$ cat src/rtl/arb_mux8_way16_if.sv
// arb_mux8_way16_if
// Bundles the eight source channels and the single merged sink channel of
// the 8-to-1 round-robin merger.
//   in1..in8  : source data, channel k is in(k+1)
//   in_valid  : per-channel offer, bit k for channel k
//   in_ready  : per-channel accept, at most one bit set
//   out       : merged data word
//   out_sel   : index of the channel that supplied out
//   out_valid : out/out_sel hold a word
//   out_ready : sink accepts out
// Modport slave is the merger's view; modport master is the environment's.
interface arb_mux8_way16_if #(
  parameter int WIDTH = 16
);
  logic [WIDTH-1:0] in1;
  logic [WIDTH-1:0] in2;
  logic [WIDTH-1:0] in3;
  logic [WIDTH-1:0] in4;
  logic [WIDTH-1:0] in5;
  logic [WIDTH-1:0] in6;
  logic [WIDTH-1:0] in7;
  logic [WIDTH-1:0] in8;
  logic [7:0]       in_valid;
  logic [7:0]       in_ready;
  logic [WIDTH-1:0] out;
  logic [2:0]       out_sel;
  logic             out_valid;
  logic             out_ready;

  modport slave (
    input  in1, in2, in3, in4, in5, in6, in7, in8,
    input  in_valid,
    output in_ready,
    output out, out_sel, out_valid,
    input  out_ready
  );

  modport master (
    output in1, in2, in3, in4, in5, in6, in7, in8,
    output in_valid,
    input  in_ready,
    input  out, out_sel, out_valid,
    output out_ready
  );
endinterface

$ cat src/rtl/arb_mux8_way16.sv
// arb_mux8_way16
// Merges eight valid/ready source channels into one registered output stage
// using a round-robin pointer; the inverse of the 8-way 16-bit demultiplexer.
// Ports:
//   clock : rising-edge clock
//   reset : synchronous, active-high reset
//   bus   : arb_mux8_way16_if.slave (sources in, merged sink out)
// in_ready is combinational; out, out_sel and out_valid are registered.
// Only WIDTH = 16 is supported.
module arb_mux8_way16 #(
  parameter int WIDTH = 16
) (
  input  logic                  clock,
  input  logic                  reset,
  arb_mux8_way16_if.slave       bus
);

  logic [WIDTH-1:0] out_r;
  logic [2:0]       out_sel_r;
  logic             out_valid_r;
  logic [2:0]       ptr_r;

  logic             load_s;
  logic             any_s;
  logic [2:0]       winner_s;
  logic [WIDTH-1:0] data_s;
  logic [7:0]       in_ready_s;

  // The stage can take a new word when it is empty or is being drained.
  assign load_s = !out_valid_r || bus.out_ready;
  assign any_s  = |bus.in_valid;

  // Round-robin search: scan from ptr+7 down to ptr so the channel closest
  // to ptr (in wrap-around order) is the last, and therefore winning, hit.
  always_comb begin
    winner_s = 3'd0;
    for (int i = 7; i >= 0; i--) begin
      if (bus.in_valid[ptr_r + 3'(i)]) begin
        winner_s = ptr_r + 3'(i);
      end else begin
        winner_s = winner_s;
      end
    end
  end

  // Select the winning channel's data word.
  always_comb begin
    data_s = {WIDTH{1'b0}};
    case (winner_s)
      3'd0:    data_s = bus.in1;
      3'd1:    data_s = bus.in2;
      3'd2:    data_s = bus.in3;
      3'd3:    data_s = bus.in4;
      3'd4:    data_s = bus.in5;
      3'd5:    data_s = bus.in6;
      3'd6:    data_s = bus.in7;
      3'd7:    data_s = bus.in8;
      default: data_s = {WIDTH{1'b0}};
    endcase
  end

  // One-hot grant; suppressed during reset so nothing is accepted then.
  always_comb begin
    in_ready_s = 8'h00;
    if (!reset && load_s && any_s) begin
      in_ready_s = 8'h01 << winner_s;
    end else begin
      in_ready_s = 8'h00;
    end
  end

  // Output stage and round-robin pointer update.
  always_ff @(posedge clock) begin
    if (reset) begin
      out_r       <= {WIDTH{1'b0}};
      out_sel_r   <= 3'd0;
      out_valid_r <= 1'b0;
      ptr_r       <= 3'd0;
    end else if (load_s) begin
      if (any_s) begin
        out_r       <= data_s;
        out_sel_r   <= winner_s;
        out_valid_r <= 1'b1;
        // 3-bit add wraps channel 7 back to 0.
        ptr_r       <= winner_s + 3'd1;
      end else begin
        out_valid_r <= 1'b0;
      end
    end
  end

  assign bus.in_ready  = in_ready_s;
  assign bus.out       = out_r;
  assign bus.out_sel   = out_sel_r;
  assign bus.out_valid = out_valid_r;

endmodule

$ cat src/flat_wrapper.sv
// flat-port wrapper written by rule: the top's interface ports become plain ports
module arb_mux8_way16_flat 
#(
  parameter int WIDTH = 16
)
  (clock, reset, bus_in1, bus_in2, bus_in3, bus_in4, bus_in5, bus_in6, bus_in7, bus_in8, bus_in_valid, bus_in_ready, bus_out, bus_out_sel, bus_out_valid, bus_out_ready);
  arb_mux8_way16_if #(.WIDTH(WIDTH)) bus_i ();
  input  logic clock;
  input  logic reset;
  input wire logic [$bits(bus_i.in1)-1:0] bus_in1;
  input wire logic [$bits(bus_i.in2)-1:0] bus_in2;
  input wire logic [$bits(bus_i.in3)-1:0] bus_in3;
  input wire logic [$bits(bus_i.in4)-1:0] bus_in4;
  input wire logic [$bits(bus_i.in5)-1:0] bus_in5;
  input wire logic [$bits(bus_i.in6)-1:0] bus_in6;
  input wire logic [$bits(bus_i.in7)-1:0] bus_in7;
  input wire logic [$bits(bus_i.in8)-1:0] bus_in8;
  input wire logic [$bits(bus_i.in_valid)-1:0] bus_in_valid;
  output wire logic [$bits(bus_i.in_ready)-1:0] bus_in_ready;
  output wire logic [$bits(bus_i.out)-1:0] bus_out;
  output wire logic [$bits(bus_i.out_sel)-1:0] bus_out_sel;
  output wire logic [$bits(bus_i.out_valid)-1:0] bus_out_valid;
  input wire logic [$bits(bus_i.out_ready)-1:0] bus_out_ready;
  assign bus_i.in1 = bus_in1;
  assign bus_i.in2 = bus_in2;
  assign bus_i.in3 = bus_in3;
  assign bus_i.in4 = bus_in4;
  assign bus_i.in5 = bus_in5;
  assign bus_i.in6 = bus_in6;
  assign bus_i.in7 = bus_in7;
  assign bus_i.in8 = bus_in8;
  assign bus_i.in_valid = bus_in_valid;
  assign bus_in_ready = bus_i.in_ready;
  assign bus_out = bus_i.out;
  assign bus_out_sel = bus_i.out_sel;
  assign bus_out_valid = bus_i.out_valid;
  assign bus_i.out_ready = bus_out_ready;
  arb_mux8_way16 #(.WIDTH(WIDTH)) u_core (.clock(clock), .reset(reset), .bus(bus_i));
endmodule
$ cat config.mk
export PLATFORM = sky130hd
export DESIGN_NAME = arb_mux8_way16_flat
export DESIGN_NICKNAME = d
export VERILOG_FILES = /design/src/rtl/arb_mux8_way16_if.sv /design/src/rtl/arb_mux8_way16.sv /design/src/flat_wrapper.sv
export SDC_FILE = /design/constraint.sdc
export NUM_CORES = 1
export LEC_CHECK = 0
export CORE_ASPECT_RATIO = 1.1
export CORE_MARGIN = 5
export CORE_UTILIZATION = 43
export DETAILED_ROUTE_END_ITERATION = 8
export GPL_TIMING_DRIVEN = 0
export PLACE_DENSITY = 0.89
export SYNTH_ARGS = -nofsm -noshare
export SYNTH_HDL_FRONTEND = slang
export SYNTH_SLANG_ARGS = --single-unit
$ cat constraint.sdc
create_clock -name clock -period 10.55 [get_ports clock]
set_input_delay 1.5825 -clock clock [delete_from_list [all_inputs] [get_ports clock]]
set_output_delay 1.5825 -clock clock [all_outputs]
set_load 0.1 [all_outputs]
==> results_tabular.tex, run 1 <==
\begin{tabular}{lr}
\hline
Metric & Value \\
\hline
\multicolumn{2}{l}{\textbf{Run status}} \\
Run status & finished clean \\
\multicolumn{2}{l}{\textbf{Clock tree}} \\
Clock network latency to the later pin of the worst-skew pair & 270 ps \\
CTS HTree Levels & 1 \\
Clock tree sinks & 23 \\
Bufs on Longest Clock Path & 2 \\
Hold-fix buffers at CTS & 0 \\
TritonCTS clock tree & done \\
Clock root buffer master & clkbuf\_8 \\
Number of buffers created by CTS & 3 \\
Setup fix buffers added after clock tree synthesis & 0 \\
Clk pin slew, worst setup/hold paths & 80 ps \\
CTS resizes & 0 \\
\multicolumn{2}{l}{\textbf{Timing}} \\
Post-route clock period utilization & roughly 77\% \\
Shortest clock period the worst path allows after layout & 8071 ps \\
Fmax & 123.9 MHz \\
Final sum of negative setup slack & 0 ps \\
Endpoints failing setup & 0 \\
Max\_slew headroom & 29.52\% \\
Final Slew Violations & 0 \\
Least-Margin Pin Slew & 1054 ps \\
Hold Worst Slack & 485.1 ps \\
Final hold viol count & 0 \\
Clock skew & 6.680 ps \\
Unrepaired setup endpoints after global routing & false \\
Worst setup slack after layout & 2479 ps \\
\multicolumn{2}{l}{\textbf{Place}} \\
IO buf count & around 160 \\
Final Wtd Congestion & 0.9489 \\
Total half-perimeter wirelength after legalization and detailed placement & 10210 um \\
Post-placement setup slack & 2546 ps \\
\multicolumn{2}{l}{\textbf{Yosys}} \\
Synthesized flop and latch total & 23 \\
Sequential-to-total area share from yosys stat & $\sim$16\% \\
Syn Area/Cell & approximately 8.5 um2 \\
Number of synthesized flops with an enable pin & 0 \\
Distinct cell type count after synthesis & 52 \\
Warning count from the yosys run & 0 \\
Number of nets produced by synthesis & 494 \\
Netlist area before placement & 0.002955 mm2 \\
Predominant post-synthesis flop cell & dfxtp\_1 \\
Cell count after synthesis & 349 \\
Share of async-settable or async-resettable flops after synthesis & 0\% \\
\multicolumn{2}{l}{\textbf{Worst setup path}} \\
Number of cells on the worst reg-to-reg path & 20 \\
Startpoint class of the critical path & input port \\
Type of the worst setup path & input port to output port \\
Largest fanout of any net on the critical path & 10 \\
Required time of the critical path & $\sim$9000 ps \\
Critical Path End Type & output port \\
Critical path arrival & 6490 ps \\
\multicolumn{2}{l}{\textbf{Power and ir drop}} \\
IR drop worst, VDD & roughly 0.24 mV \\
Proportion of total power due to net switching & 55.98\% \\
Power Dens Cells & $\sim$390 mW/mm2 \\
Internal portion of total power & 0.8222 mW \\
Clk pwr share & 3.0\% \\
Leak & 1.808 nW \\
Fraction of power consumed by sequential logic & roughly 7.6\% \\
Portion of total power attributed to combinational logic & about 89\% \\
Net switching power & 1.046 mW \\
\multicolumn{2}{l}{\textbf{Route}} \\
Antenna viol nets, final & 0 \\
Drc violations & 0 \\
First-pass iteration count of the detailed router & 5 \\
1st-iter DRT viols & 227 \\
Detailed-route via count & 3691 \\
Sum of routed wire length over all layers & 12270 um \\
Average wire length per cell after detail routing & between 20 and 25 um \\
Via-to-Cell Ratio & 6.162 \\
\multicolumn{2}{l}{\textbf{Floorplanning}} \\
Placeable Area & 0.006633 mm2 \\
Number of top-level pins & 167 \\
Die footprint & around 0.0086 mm2 \\
Die Wd & 89.05 um \\
Number of cell rows & 31 \\
Overall die height & 96.95 um \\
Effective utilization at floorplan & 44.56\% \\
\multicolumn{2}{l}{\textbf{Finish}} \\
Number of inserted diodes & 0 \\
Layout net count & 663 \\
Layout cells sized above 1 & between 10\% and 20\% \\
Filler cells & 519 \\
Area added between synthesis and finish & 60.58\% \\
\multicolumn{2}{l}{\textbf{Run}} \\
Max\_cap viols & 0 \\
\multicolumn{2}{l}{\textbf{GRT}} \\
Total global routing overflow & 0 \\
Via count of the first global-routing pass & 3689 \\
Maximum number of pins on one net before global-route repair & 14 \\
Global-route total usage across every layer & 27.52\% \\
Antenna violations before repair & 0 \\
Global-route wire length before repair & between 15000 and 20000 um \\
\multicolumn{2}{l}{\textbf{Hold path}} \\
Worst Hold Path Cells & 2 \\
Hold Crit Class & flop to flop \\
\hline
\end{tabular}
-- synth_stat cells, drive strengths merged (5+ instances only) --
master | number | area (um2)
nand2 | 8 | 30.03
nor2 | 16 | 60.06
mux2i | 11 | 110.1
a22o | 17 | 148.9
inv | 41 | 153.9
o311a | 16 | 160.2
mux4 | 8 | 180.2
mux2 | 45 | 506.7
a221oi | 20 | 175.2
dfxtp | 23 | 460.4
o21ai | 19 | 95.09
o32ai | 16 | 140.1
buf | 19 | 112.6
and2 | 5 | 31.28
ha | 6 | 75.07
nor3 | 6 | 30.03
a21oi | 8 | 40.04
clkbuf | 18 | 68.81
-- critical path: stages --
cell	delay, ps
clkdlybuf4s50_1	570
mux4_2	620
a221oi_1	340
a41oi_1	80
o2111ai_1	220
a21oi_1	120
clkinv_1	200
clkbuf_1	390
ha_1	220
clkbuf_1	350
clkbuf_1	400
and2_1	190
clkdlybuf4s50_1	1180
-- power groups by stage --
stage | clock network (mW) | logic [mW] | registers (mW)
floorplan | 0 | 1.06 | 0.328
global placement | 0 | 1.63 | 0.143
detailed placement | 0 | 1.65 | 0.144
CTS | 0.0549 | 1.66 | 0.142
global route | 0.0609 | 1.78 | 0.145
finish | 0.0565 | 1.67 | 0.142
-- cell usage in the layout (no fill, tap or decap), types with 6 or more instances in the layout --
cell / count
nor3_1: 6
inv_1: 41
nor2_1: 16
o32ai_1: 16
clkdlybuf4s50_1: 164
nand2_1: 8
mux2_2: 45
dfxtp_1: 23
o21ai_0: 19
a22o_1: 17
a221oi_1: 20
clkbuf_1: 17
o311a_1: 16
mux4_2: 8
mux2i_1: 11
a21oi_1: 8
buf_2: 12
ha_1: 6
-- final cells by class --
class                   count  area, um2  area share [%]
clock buffers               3      41.29          0.8700
flip-flops and latches     23      460.4           9.702
multi-input cells         247       2156           45.43
clock inverters             1      5.005          0.1055
plain buffers              37      181.4           3.823
inverters                  42      157.7           3.322
repair buffers            164       1642           34.59
well taps                  82      102.6           2.162
-- through the flow --
stage	std cells	total power, mW	utilization [%]	area, um2
2_1_floorplan	349	1.383	-	2955
4_1_cts	599	1.854	71.55	4746
5_1_grt	599	1.985	71.55	4746
3_5_place_dp	595	1.795	70.85	4700
3_3_place_gp	595	1.769	70.85	4700
6_report	599	1.868	71.55	4746
-- registers in the layout, summed over array words and instances, names as in the netlist --
register and count:
u_core.bus.out_sel 3, u_core.ptr_r 3, u_core.bus.out 16, u_core.bus.out_valid 1
-- cell families (layout without fill, tap and decap cells) --
| family | count (synthesis) | after routing | synth area share, % |
|---|---|---|---|
| compound gates | 122 | 122 | 33.32 |
| xor+xnor | 4 | 4 | 1.440 |
| fa+ha+maj | 6 | 6 | 2.540 |
| buf+inv | 79 | 247 | 11.47 |
| flops | 23 | 23 | 15.58 |
| mux | 64 | 64 | 26.97 |
| simple gates | 51 | 51 | 8.679 |
-- path summary, 6_finish.rpt --
check / start / end / slack [ps]
setup / recovery: bus_in_valid[7] / bus_in_ready[3] / 2480
setup reg to reg: u_core.ptr_r[1] / u_core.bus.out[5] / 5360
hold reg to reg: u_core.bus.out[3] / u_core.bus.out[3] / 490
hold / removal: u_core.bus.out[3] / u_core.bus.out[3] / 490
-- metal layers --
layer,vias up,wire [um],GRT usage [%],share of wire [%]
li1,1695,-,-,-
met1,1767,4243,30.98,35
met2,203,6666,52.23,54
met3,26,1039,4.928,8.5
met4,0,320,5.613,2.6
met5,-,0,0,0
(Power assumes the default switching activity.)
==> inputs of run 2 (changes only) <==
CORE_UTILIZATION = 40   (was 43)
PLACE_DENSITY = 0.83   (was 0.89)
clock period = 7.9 ns   (was 10.55 ns; I/O delays follow)
==> results_tabular.tex, run 2 (synthesis gave the netlist of run 1 again) <==
\begin{tabular}{lr}
\hline
Metric & Value \\
\hline
\multicolumn{2}{l}{\textbf{Place}} \\
IO buf count & 164 (unchanged) \\
Final Wtd Congestion & 0.9595 (+1.1\%) \\
Post-placement setup slack & 698.4 ps (-1848 ps) \\
Total half-perimeter wirelength after legalization and detailed placement & 9920 um (-2.8\%) \\
\multicolumn{2}{l}{\textbf{Worst setup path}} \\
Largest fanout of any net on the critical path & 10 (unchanged) \\
Slowest CP cell & clkdlybuf4s50\_1 \\
Type of the worst setup path & input port to output port \\
Startpoint class of the critical path & input port \\
Critical path arrival & 6040 ps (-450 ps) \\
Most frequent CP cell & clkbuf\_1 \\
Largest stage delay on the critical path & 1160 ps (-20 ps) \\
Total buffers and inverters traversed by the critical path & 6 (unchanged) \\
Required time of the critical path & 6710 ps (-2260 ps) \\
Family of cells with the greatest summed delay on the critical path & buffers and inverters \\
Critical Path End Type & output port \\
Crit path cell chain & clkdlybuf4s50\_1 > mux4\_2 > a221oi\_1 > a41oi\_1 > o2111ai\_1 > a21oi\_1 > clkinv\_1 > clkbuf\_1 > ha\_1 > clkbuf\_1 > clkbuf\_1 > and2\_1 > clkdlybuf4s50\_1 \\
\multicolumn{2}{l}{\textbf{Timing}} \\
Endpoints failing setup & 0 (unchanged) \\
Post-route clock period utilization & 91.46\% \\
Shortest clock period the worst path allows after layout & 7226 ps \\
Fmax & approximately 140 MHz \\
Worst setup slack after layout & 674.4 ps (-1805 ps) \\
Unrepaired setup endpoints after global routing & false \\
Final Slew Violations & 0 (unchanged) \\
Final hold viol count & 0 (unchanged) \\
Max\_slew headroom & 29.34\% (-0.19 points) \\
Final sum of negative setup slack & 0 ps (unchanged) \\
Least-Margin Pin Slew & 1057 ps (+2.806 ps) \\
Clock skew & 8.615 ps (+1.935 ps) \\
\multicolumn{2}{l}{\textbf{Run}} \\
Max\_cap viols & 0 (unchanged) \\
\multicolumn{2}{l}{\textbf{Clock tree}} \\
Setup fix buffers added after clock tree synthesis & 0 (unchanged) \\
CTS resizes & 0 (unchanged) \\
Hold-fix buffers at CTS & 0 (unchanged) \\
Bufs on Longest Clock Path & 2 (unchanged) \\
Clock tree sinks & 23 (unchanged) \\
Number of buffers created by CTS & 3 (unchanged) \\
Clock root buffer master & clkbuf\_8 \\
Clk pin slew, worst setup/hold paths & 80 ps (about the same) \\
CTS HTree Levels & 1 (unchanged) \\
Clock network latency to the later pin of the worst-skew pair & 270 ps (about the same) \\
TritonCTS clock tree & done \\
\multicolumn{2}{l}{\textbf{Floorplanning}} \\
Number of cell rows & 32 (+3.2\%) \\
Die Wd & 91.96 um (+3.3\%) \\
Effective utilization at floorplan & 41.47\% (-3.1 points) \\
Placeable Area & 0.007127 mm2 (+7.5\%) \\
Die footprint & 0.009209 mm2 (+6.7\%) \\
Overall die height & 100.2 um (+3.3\%) \\
Number of top-level pins & 167 (unchanged) \\
\multicolumn{2}{l}{\textbf{Route}} \\
Antenna viol nets, final & 0 (unchanged) \\
Average wire length per cell after detail routing & 19.71 um (-3.8\%) \\
Sum of routed wire length over all layers & 11860 um (-3.3\%) \\
Via-to-Cell Ratio & 5.859 (-4.9\%) \\
Detailed-route via count & 3527 (-4.4\%) \\
First-pass iteration count of the detailed router & 4 (-1) \\
Drc violations & 0 (unchanged) \\
1st-iter DRT viols & 145 (-36\%) \\
\multicolumn{2}{l}{\textbf{Hold path}} \\
Hold Crit Class & flop to flop \\
\multicolumn{2}{l}{\textbf{Finish}} \\
Layout cells sized above 1 & 15.09\% (unchanged) \\
Largest register FFs & 16 (unchanged) \\
Layout net count & 663 (unchanged) \\
Highest-count cells in the layout ignoring fill and taps & 164 x clkdlybuf4s50\_1, 45 x mux2\_2, 41 x inv\_1 \\
Area added between synthesis and finish & 60.71\% (about the same) \\
Number of inserted diodes & 0 (unchanged) \\
Filler cells & 618 (+19\%) \\
Commonest non-fill, non-tap cell in the layout & clkdlybuf4s50\_1 \\
\multicolumn{2}{l}{\textbf{GRT}} \\
Maximum number of pins on one net before global-route repair & 14 (unchanged) \\
Global-route total usage across every layer & 24.74\% (-2.8 points) \\
Antenna violations before repair & 0 (unchanged) \\
Global-route wire length before repair & 18350 um (-2.8\%) \\
Total global routing overflow & 0 (unchanged) \\
Via count of the first global-routing pass & 3692 (+0.081\%) \\
\multicolumn{2}{l}{\textbf{Power and ir drop}} \\
Leak & 1.808 nW (unchanged) \\
Total power & 2.487 mW (+33\%) \\
Power Dens Cells & 523.6 mW/mm2 (+33\%) \\
IR drop worst, VDD & 0.2865 mV (+21\%) \\
\multicolumn{2}{l}{\textbf{Run status}} \\
Run status & finished clean \\
\hline
\end{tabular}
==> run 2: cell counts in the layout (fill, tap and decap cells not counted) <==
Identical to the previous run, type by type.
==> run 2: tightest hold or removal path, cell delays in order (launching register included) <==
cell     delay (ps)
dfxtp_1         320
inv_1            50
o32ai_1          70
==> run 2: worst paths after layout <==
| check | startpoint | to | slack, ps | depth (start not counted) |
|---|---|---|---|---|
| setup / recovery | bus_in_valid[7] | bus_in_ready[3] | 670 | 13 |
| hold reg to reg | u_core.bus.out[9] | u_core.bus.out[9] | 480 | 2 |
| setup reg to reg | u_core.ptr_r[1] | u_core.bus.out[4] | 2660 | 20 |
| hold / removal | u_core.bus.out[9] | u_core.bus.out[9] | 480 | 2 |
==> run 2: final cells by class <==
cell class | count | area [um2] | share of cell area (%)
Clock buffer | 3 | 41.29 | 0.8693
Timing Repair Buffer | 164 | 1642 | 34.56
Tap cell | 85 | 106.4 | 2.239
Inverter | 42 | 157.7 | 3.319
Sequential cell | 23 | 460.4 | 9.694
Multi-Input combinational cell | 247 | 2156 | 45.39
Clock inverter | 1 | 5.005 | 0.1054
Buffer | 37 | 181.4 | 3.820
==> run 2: per-stage QoR <==
stage	hold WS, ps	util (%)	instances	instance area [um2]
2_1_floorplan	821.0	-	349	2955
5_1_grt	508.7	66.64	602	4750
6_report	484.9	66.64	602	4750
3_5_place_dp	469.2	65.99	598	4703
3_3_place_gp	466.2	65.99	598	4703
4_1_cts	483.0	66.64	602	4750
==> run 2: where the power goes <==
group / internal [mW] / total, mW / switching (mW)
registers: 0.165 / 0.190 / 0.0245
logic: 0.897 / 2.22 / 1.33
clock network: 0.0352 / 0.0729 / 0.0378
total: 1.10 / 2.49 / 1.39
==> run 2: routing by layer <==
layer,vias up,track usage [%],wire length (um)
met5,-,0,0
met4,0,10.63,499
met3,32,6.822,979
met2,164,47.87,6262
met1,1639,24.54,4122
li1,1692,-,-
